File: src/rtl/tm1638_pkg.sv
// tm1638_pkg
// Shared definitions for the TM1638 frame driver: command bytes, address
// count, and the state / segment encodings used by the sequencing FSM.
package tm1638_pkg;

    localparam logic [7:0] CMD_WRITE_AUTO = 8'h40;  // data write, auto-increment address
    localparam logic [7:0] CMD_READ_KEYS  = 8'h42;  // key-scan read
    localparam logic [7:0] CMD_ADDR0      = 8'hC0;  // set address 0
    localparam logic [7:0] CMD_DISP       = 8'h80;  // display control base
    localparam int         NUM_ADDR       = 16;     // display RAM bytes written per frame

    typedef enum logic [2:0] {
        ST_IDLE,
        ST_SEND_BITS,
        ST_GAP,
        ST_READ_WAIT,
        ST_READ_BITS,
        ST_DONE
    } state_t;

    // Command segment currently in flight (each ends with an stb-high gap).
    typedef enum logic [1:0] {
        SEG_MODE,   // S1: write-mode command
        SEG_DATA,   // S2: address command + 16 data bytes
        SEG_DISP,   // S3: display control
        SEG_KEYS    // S4: key-scan read
    } seg_t;

endpackage

File: src/rtl/tm1638_bit_engine.sv
// tm1638_bit_engine
// Serial bit engine: generates the sclk low/high phases (CLK_DIV cycles
// each) and shifts one byte out LSB first while shifting dio_in in.
//   load/load_byte : restart at a byte boundary with a new transmit byte
//   run            : advance the phase generator
//   sclk, dio_bit  : serial clock and current transmit bit
//   byte_done      : pulse on the last cycle of the 8th bit
//   rx_byte        : received byte, valid together with byte_done
module tm1638_bit_engine #(
    parameter int CLK_DIV = 25
) (
    input  logic       clk_50M,
    input  logic       reset,
    input  logic       load,
    input  logic [7:0] load_byte,
    input  logic       run,
    input  logic       dio_in,
    output logic       sclk,
    output logic       dio_bit,
    output logic       byte_done,
    output logic [7:0] rx_byte
);

    localparam int                DIV_W    = $clog2(CLK_DIV + 1);
    localparam logic [DIV_W-1:0]  DIV_LAST = DIV_W'(CLK_DIV - 1);

    logic [DIV_W-1:0] div_cnt_reg;
    logic             phase_reg;     // 0 = sclk low phase, 1 = sclk high phase
    logic [2:0]       bit_cnt_reg;
    logic [7:0]       shift_reg;
    logic             half_end;

    assign half_end  = run && (div_cnt_reg == DIV_LAST);
    assign byte_done = half_end && phase_reg && (bit_cnt_reg == 3'd7);
    assign sclk      = phase_reg;
    assign dio_bit   = shift_reg[0];
    // Includes the bit being sampled this cycle so the byte is complete
    // at byte_done.
    assign rx_byte   = {dio_in, shift_reg[7:1]};

    always_ff @(posedge clk_50M) begin
        if (reset) begin
            div_cnt_reg <= '0;
            phase_reg   <= 1'b0;
            bit_cnt_reg <= '0;
            shift_reg   <= '0;
        end else if (load) begin
            div_cnt_reg <= '0;
            phase_reg   <= 1'b0;
            bit_cnt_reg <= '0;
            shift_reg   <= load_byte;
        end else if (run) begin
            if (half_end) begin
                div_cnt_reg <= '0;
                phase_reg   <= ~phase_reg;
                // End of the high phase: sample dio_in and expose the next
                // transmit bit for the following low phase.
                if (phase_reg) begin
                    shift_reg   <= {dio_in, shift_reg[7:1]};
                    bit_cnt_reg <= bit_cnt_reg + 3'd1;
                end
            end else begin
                div_cnt_reg <= div_cnt_reg + DIV_W'(1);
            end
        end
    end

endmodule

File: src/rtl/tm1638_frame_driver.sv
// tm1638_frame_driver
// Sends one complete TM1638 display frame per start request: write-mode
// command, address command + 16 data bytes, display control, and
// optionally a key-scan read returning a 32-bit key word.
//   clk_50M, reset          : clock, synchronous active-high reset
//   start                   : frame request (taken only when not busy)
//   seg_data, led           : per-digit segment bytes and LED bits
//   brightness, disp_on     : display control fields
//   key_scan_en             : append a key-scan read to this frame
//   busy, done              : frame in progress / end-of-frame pulse
//   keys, keys_valid        : last key word and its update pulse
//   stb, sclk, dio_out,
//   dio_oe, dio_in          : TM1638 pins (dio_oe=1 drives DIO)
module tm1638_frame_driver
    import tm1638_pkg::*;
#(
    parameter int NUM_DIGITS = 8,
    parameter int CLK_DIV    = 25,
    parameter int STB_GAP    = 50,
    parameter int READ_WAIT  = 50
) (
    input  logic                    clk_50M,
    input  logic                    reset,
    input  logic                    start,
    input  logic [8*NUM_DIGITS-1:0] seg_data,
    input  logic [NUM_DIGITS-1:0]   led,
    input  logic [2:0]              brightness,
    input  logic                    disp_on,
    input  logic                    key_scan_en,
    output logic                    busy,
    output logic                    done,
    output logic [31:0]             keys,
    output logic                    keys_valid,
    output logic                    stb,
    output logic                    sclk,
    output logic                    dio_out,
    output logic                    dio_oe,
    input  logic                    dio_in
);

    if (NUM_DIGITS < 1 || NUM_DIGITS > 8) begin : g_bad_num_digits
        $error("tm1638_frame_driver: NUM_DIGITS must be in 1..8");
    end

    localparam int               WAIT_MAX = (STB_GAP > READ_WAIT) ? STB_GAP : READ_WAIT;
    localparam int               CNT_W    = $clog2(WAIT_MAX + 1);
    localparam logic [CNT_W-1:0] CNT_ONE  = CNT_W'(1);
    localparam logic [CNT_W-1:0] GAP_LAST = CNT_W'(STB_GAP - 1);
    localparam logic [CNT_W-1:0] RW_LAST  = CNT_W'(READ_WAIT - 1);

    state_t                  state_reg, state_next;
    seg_t                    seg_reg, seg_next;
    logic [4:0]              byte_cnt_reg, byte_cnt_next;
    logic [CNT_W-1:0]        cnt_reg, cnt_next;
    logic [8*NUM_DIGITS-1:0] seg_data_reg;
    logic [NUM_DIGITS-1:0]   led_reg;
    logic [2:0]              brightness_reg;
    logic                    disp_on_reg;
    logic                    scan_reg;
    logic [31:0]             keys_acc_reg;
    logic [31:0]             keys_reg;

    logic       capture, load, keys_upd;
    logic [7:0] tx_byte;
    logic [3:0] addr_idx;
    logic       eng_run, eng_sclk, eng_dio, eng_byte_done;
    logic [7:0] eng_rx_byte;

    // Display RAM image: even address = segments, odd address = LED bit;
    // digits beyond NUM_DIGITS are blanked.
    logic [7:0] addr_bytes [NUM_ADDR];

    for (genvar gi = 0; gi < NUM_ADDR / 2; gi++) begin : g_addr
        if (gi < NUM_DIGITS) begin : g_used
            assign addr_bytes[2*gi]   = seg_data_reg[8*gi +: 8];
            assign addr_bytes[2*gi+1] = {7'b0, led_reg[gi]};
        end else begin : g_blank
            assign addr_bytes[2*gi]   = 8'h00;
            assign addr_bytes[2*gi+1] = 8'h00;
        end
    end

    assign eng_run = (state_reg == ST_SEND_BITS) || (state_reg == ST_READ_BITS);
    assign keys    = keys_reg;

    tm1638_bit_engine #(
        .CLK_DIV (CLK_DIV)
    ) u_bit_engine (
        .clk_50M   (clk_50M),
        .reset     (reset),
        .load      (load),
        .load_byte (tx_byte),
        .run       (eng_run),
        .dio_in    (dio_in),
        .sclk      (eng_sclk),
        .dio_bit   (eng_dio),
        .byte_done (eng_byte_done),
        .rx_byte   (eng_rx_byte)
    );

    always_ff @(posedge clk_50M) begin
        if (reset) state_reg <= ST_IDLE;
        else       state_reg <= state_next;
    end

    always_comb begin
        state_next    = state_reg;
        seg_next      = seg_reg;
        byte_cnt_next = byte_cnt_reg;
        cnt_next      = cnt_reg;
        capture       = 1'b0;
        load          = 1'b0;
        keys_upd      = 1'b0;
        busy          = 1'b0;
        done          = 1'b0;
        keys_valid    = 1'b0;
        stb           = 1'b1;
        sclk          = 1'b1;
        dio_out       = 1'b1;
        dio_oe        = 1'b1;
        case (state_reg)
            ST_IDLE, ST_DONE: begin
                done       = (state_reg == ST_DONE);
                keys_valid = (state_reg == ST_DONE) && scan_reg;
                state_next = ST_IDLE;
                // Also taken in the DONE cycle, so back-to-back frames
                // have no idle gap.
                if (start) begin
                    capture       = 1'b1;
                    load          = 1'b1;
                    seg_next      = SEG_MODE;
                    byte_cnt_next = '0;
                    state_next    = ST_SEND_BITS;
                end
            end
            ST_SEND_BITS: begin
                busy    = 1'b1;
                stb     = 1'b0;
                sclk    = eng_sclk;
                dio_out = eng_dio;
                if (eng_byte_done) begin
                    cnt_next = '0;
                    if (seg_reg == SEG_DATA && byte_cnt_reg < 5'(NUM_ADDR)) begin
                        byte_cnt_next = byte_cnt_reg + 5'd1;
                        load          = 1'b1;
                    end else if (seg_reg == SEG_KEYS) begin
                        state_next = ST_READ_WAIT;
                    end else begin
                        state_next = ST_GAP;
                    end
                end
            end
            ST_GAP: begin
                busy   = 1'b1;
                // The bus stays released through the key segment's gap.
                dio_oe = (seg_reg != SEG_KEYS);
                if (cnt_reg == GAP_LAST) begin
                    cnt_next      = '0;
                    byte_cnt_next = '0;
                    state_next    = ST_SEND_BITS;
                    case (seg_reg)
                        SEG_MODE: begin
                            seg_next = SEG_DATA;
                            load     = 1'b1;
                        end
                        SEG_DATA: begin
                            seg_next = SEG_DISP;
                            load     = 1'b1;
                        end
                        SEG_DISP: begin
                            if (scan_reg) begin
                                seg_next = SEG_KEYS;
                                load     = 1'b1;
                            end else begin
                                state_next = ST_DONE;
                            end
                        end
                        default: begin
                            keys_upd   = 1'b1;
                            state_next = ST_DONE;
                        end
                    endcase
                end else begin
                    cnt_next = cnt_reg + CNT_ONE;
                end
            end
            ST_READ_WAIT: begin
                busy   = 1'b1;
                stb    = 1'b0;
                dio_oe = 1'b0;
                if (cnt_reg == RW_LAST) begin
                    cnt_next      = '0;
                    byte_cnt_next = '0;
                    load          = 1'b1;
                    state_next    = ST_READ_BITS;
                end else begin
                    cnt_next = cnt_reg + CNT_ONE;
                end
            end
            ST_READ_BITS: begin
                busy   = 1'b1;
                stb    = 1'b0;
                dio_oe = 1'b0;
                sclk   = eng_sclk;
                if (eng_byte_done) begin
                    if (byte_cnt_reg == 5'd3) begin
                        cnt_next   = '0;
                        state_next = ST_GAP;
                    end else begin
                        byte_cnt_next = byte_cnt_reg + 5'd1;
                        load          = 1'b1;
                    end
                end
            end
            default: state_next = ST_IDLE;
        endcase
    end

    // Byte to load for the segment/byte position being entered.
    always_comb begin
        addr_idx = 4'(byte_cnt_next - 5'd1);
        case (seg_next)
            SEG_MODE: tx_byte = CMD_WRITE_AUTO;
            SEG_DATA: tx_byte = (byte_cnt_next == 5'd0) ? CMD_ADDR0 : addr_bytes[addr_idx];
            SEG_DISP: tx_byte = CMD_DISP | {4'b0, disp_on_reg, brightness_reg};
            default:  tx_byte = CMD_READ_KEYS;
        endcase
    end

    always_ff @(posedge clk_50M) begin
        if (reset) begin
            seg_reg        <= SEG_MODE;
            byte_cnt_reg   <= '0;
            cnt_reg        <= '0;
            seg_data_reg   <= '0;
            led_reg        <= '0;
            brightness_reg <= '0;
            disp_on_reg    <= 1'b0;
            scan_reg       <= 1'b0;
            keys_acc_reg   <= '0;
            keys_reg       <= '0;
        end else begin
            seg_reg      <= seg_next;
            byte_cnt_reg <= byte_cnt_next;
            cnt_reg      <= cnt_next;
            if (capture) begin
                seg_data_reg   <= seg_data;
                led_reg        <= led;
                brightness_reg <= brightness;
                disp_on_reg    <= disp_on;
                scan_reg       <= key_scan_en;
            end
            // Key bytes arrive byte0 first; shifting down leaves byte0 in [7:0].
            if (state_reg == ST_READ_BITS && eng_byte_done)
                keys_acc_reg <= {eng_rx_byte, keys_acc_reg[31:8]};
            if (keys_upd)
                keys_reg <= keys_acc_reg;
        end
    end

endmodule

File: config.mk
export PLATFORM = sky130hd
export DESIGN_NAME = tm1638_frame_driver
export DESIGN_NICKNAME = d
export VERILOG_FILES = /design/src/rtl/tm1638_pkg.sv /design/src/rtl/tm1638_bit_engine.sv /design/src/rtl/tm1638_frame_driver.sv
export SDC_FILE = /design/constraint.sdc
export NUM_CORES = 1
export LEC_CHECK = 0
export CORE_ASPECT_RATIO = 1.2
export CORE_MARGIN = 8
export CORE_UTILIZATION = 40
export CTS_BUF_LIST = sky130_fd_sc_hd__clkbuf_2
export CTS_CLUSTER_SIZE = 40
export DETAILED_ROUTE_END_ITERATION = 12
export SYNTH_ARGS = -nofsm -noshare
export SYNTH_HDL_FRONTEND = slang
export SYNTH_SLANG_ARGS = --single-unit
File: constraint.sdc
create_clock -name clk_50M -period 5.4 [get_ports clk_50M]
set_input_delay 1.08 -clock clk_50M [delete_from_list [all_inputs] [get_ports clk_50M]]
set_output_delay 1.08 -clock clk_50M [all_outputs]
set_load 0.02 [all_outputs]
==> results.json <==
{
  "post_cts_resized": 0,
  "switching_power_uw": 657,
  "finalCritPeriodShare_pct": 77.8,
  "design.core.area_um2": 19500,
  "finalSetupViolCount": 0,
  "vias": 7326,
  "grt.overflow.total": 0,
  "rsz0062_at_grt": "false",
  "post_cts_buffers": 0,
  "grt_pass1_wl_um": 38000,
  "yosysTopAreaCell": "dfxtp_1",
  "antenna_found_initial": 1,
  "p_clk_share_pct": 28.9,
  "slew_headroom_pct": 25.4,
  "avgSynthCellArea_um2": 7.85,
  "place_worst_setup_slack_ns": 0.655,
  "fmax_ghz": 0.238,
  "final_nets": 1185,
  "crit_slowest_cell": "dfxtp_1",
  "synth_edf_count": 0,
  "synthCells": 1016,
  "critical_path.n_buffers_inverters": 4,
  "syn-num-nets": 1105,
  "crit_arrival_ns": 4.89,
  "io_pins": 120,
  "synth_top_flop_cell": "dfxtp_1",
  "critical_path_class": "flop to flop",
  "wire_per_inst_um": 16.6,
  "clockBufferDepth": 2,
  "cts_tree": "done",
  "switching_share_pct": 28.7,
  "finalPower_mw": 2.29,
  "core.rowCount": 56,
  "layout-drive-gt1-share_pct": 7.12,
  "fin_util_pct": 48.9,
  "ys_seq_elements": 174,
  "path_max_fanout": 17,
  "register_area_um2": 3480,
  "place_hpwl_um": 16800,
  "ir_drop_v": 0.000122,
  "ant_nets": 0,
  "cp_top_family": "compound AO/OA/AOI/OAI gates",
  "crit_top_cell": "inv_1",
  "dp_cells": 1338,
  "synth.distinct_cells": 69,
  "final.setup_skew_ns": 0.0203,
  "vias_per_cell": 5.34,
  "min_period_ns": 4.20,
  "fin_tns_setup_ns": 0,
  "place_congestion": 0.873,
  "crit_required_ns": 6.08,
  "fin_area_um2": 9550,
  "hold_slack_ns": 0.471,
  "ctsRootBufferMaster": "clkbuf_2",
  "grt_pass1_vias": 7093,
  "timing.final.hold_violations": 0,
  "dieWidth_um": 145,
  "hold_path.class": "flop to flop",
  "p_leak_nw": 3.25,
  "slowest_delay_ns": 0.79,
  "clkSinkCount": 174,
  "grt_usage_pct": 18.7,
  "cap_viol_max_count": 0,
  "synth_seq_area_share_pct": 43.7,
  "critPathCaptureType": "flop",
  "setup_ws_ns": 1.20,
  "synth_area_um2": 7980,
  "p_seq_share_pct": 60.2,
  "grt_start_max_net_pins": 77,
  "clkTransAtPathRegs_ns": 0.25,
  "cts-hold-fix-buffers": 0,
  "crit_path_start_kind": "flop",
  "fin_cells": 1372,
  "numCtsBuffers": 17,
  "cp_cell_sequence": "inv_1 > a21boi_0 > nor3_1 > buf_4 > a31oi_4 > inv_1 > ha_1 > inv_2 > mux4_2 > and3_1 > a211oi_1 > o31ai_1",
  "yosys_warnings": 0,
  "start_util_pct": 40.8,
  "io_buffers": 119,
  "wl_um": 22800,
  "multi_input_area_um2": 4160,
  "drt-pass1-iter-count": 8,
  "yosysTopAreaCellShare_pct": 43.7,
  "drt_iter0_markers": 520,
  "status": "finished, final reports clean",
  "die-area_um2": 24700,
  "tightest_slew_ns": 1.12,
  "area_delta_synth_final_pct": 19.7,
  "async_reset_ff_share_pct": 0,
  "p_comb_share_pct": 11.0,
  "powerDensity_nw_per_um2": 240,
  "synthTopCellsByArea": "dfxtp_1 (44%), nand2_1 (14%), a21oi_1 (10%)",
  "fp.dieH_um": 171,
  "p_int_mw": 1.63,
  "largest_register_ffs": 64,
  "placed_area_um2": 9320,
  "htree_levels": 4,
  "n_fill_cell": 1970,
  "insertion_delay_ns": 0.76,
  "drv_slew": 0,
  "drc": 0
}
[layer usage]
| layer | GRT usage (%) | part of all wire [%] | up-vias | routed length [µm] |
|---|---|---|---|---|
| met5 | 0 | 0 | - | 0 |
| met1 | 22.6 | 43 | 3387 | 9770 |
| met3 | 4.44 | 5.3 | 32 | 1210 |
| li1 | - | - | 3696 | - |
| met2 | 32.0 | 49 | 211 | 11200 |
| met4 | 6.69 | 2.7 | 0 | 612 |
[logic make-up (layout without fill, tap and decap cells)]
group	after synthesis	after routing	synth area share, %
AND/OR/NAND/NOR	452	452	24.2
AO/OA/AOI/OAI	264	264	21.0
flip-flops	174	174	43.7
buffers and inverters	84	177	4.20
multiplexers	20	20	4.08
XOR/XNOR	14	14	1.63
adder cells (fa/ha/maj)	8	8	1.25
other	0	2	0
[power by group through the flow]
stage               Clock, mW  Combinational (mW)  Sequential [mW]
finish                  0.661               0.251             1.38
global route            0.745               0.282             1.38
CTS                     0.692               0.253             1.38
detailed placement          0               0.252             1.40
global placement            0               0.250             1.40
floorplan                   0               0.153             1.38
[cells in the final DEF, fill, tap and decap left out, types with 17 or more instances in the layout]
| cell type | netlist | layout |
|---|---|---|
| buf_4 | 1 | 17 |
| nand3_1 | 18 | 18 |
| nand4_1 | 18 | 18 |
| nand2_1 | 304 | 304 |
| clkdlybuf4s50_1 | 0 | 118 |
| a211oi_1 | 22 | 22 |
| dfxtp_1 | 174 | 174 |
| clkbuf_2 | 0 | 18 |
| nor2_1 | 63 | 62 |
| a21oi_1 | 163 | 163 |
[cells in the mapped netlist, types with 10 or more instances]
| master | instances |
|---|---|
| nand2_1 | 304 |
| dfxtp_1 | 174 |
| a21oi_1 | 163 |
| nor2_1 | 63 |
| clkbuf_1 | 56 |
| a211oi_1 | 22 |
| nand3_1 | 18 |
| nand4_1 | 18 |
| buf_2 | 13 |
| mux2i_1 | 10 |
| mux4_2 | 10 |
| o211ai_1 | 10 |
[tightest hold or removal path, delay by kind of cell (launching register included)]
family / cells / cell delay [ns]
DFF: 1 / 0.36
and+or+nand+nor: 1 / 0.05
AOI/OAI and AO/OA: 1 / 0.05
[final cells by class]
type                            instances  share of cell area [%]
Timing Repair Buffer                  135                    13.7
Antenna cell                            2                  0.0524
Tap cell                              261                    3.42
Inverter                               10                   0.393
Sequential cell                       174                    36.5
Multi-Input combinational cell        758                    43.6
Clock buffer                           18                   0.943
Clock inverter                         14                    1.43
[path summary, 6_finish.rpt]
path                start                        end  slack (ns)  depth (start not counted)
min               keys[7]                    keys[7]        0.47                          2
max          state_reg[1]  u_bit_engine.shift_reg[0]        1.20                         12
max reg2reg  state_reg[1]  u_bit_engine.shift_reg[0]        1.20                         12
min reg2reg       keys[7]                    keys[7]        0.47                          2
Power figures use the tool's default switching activity.
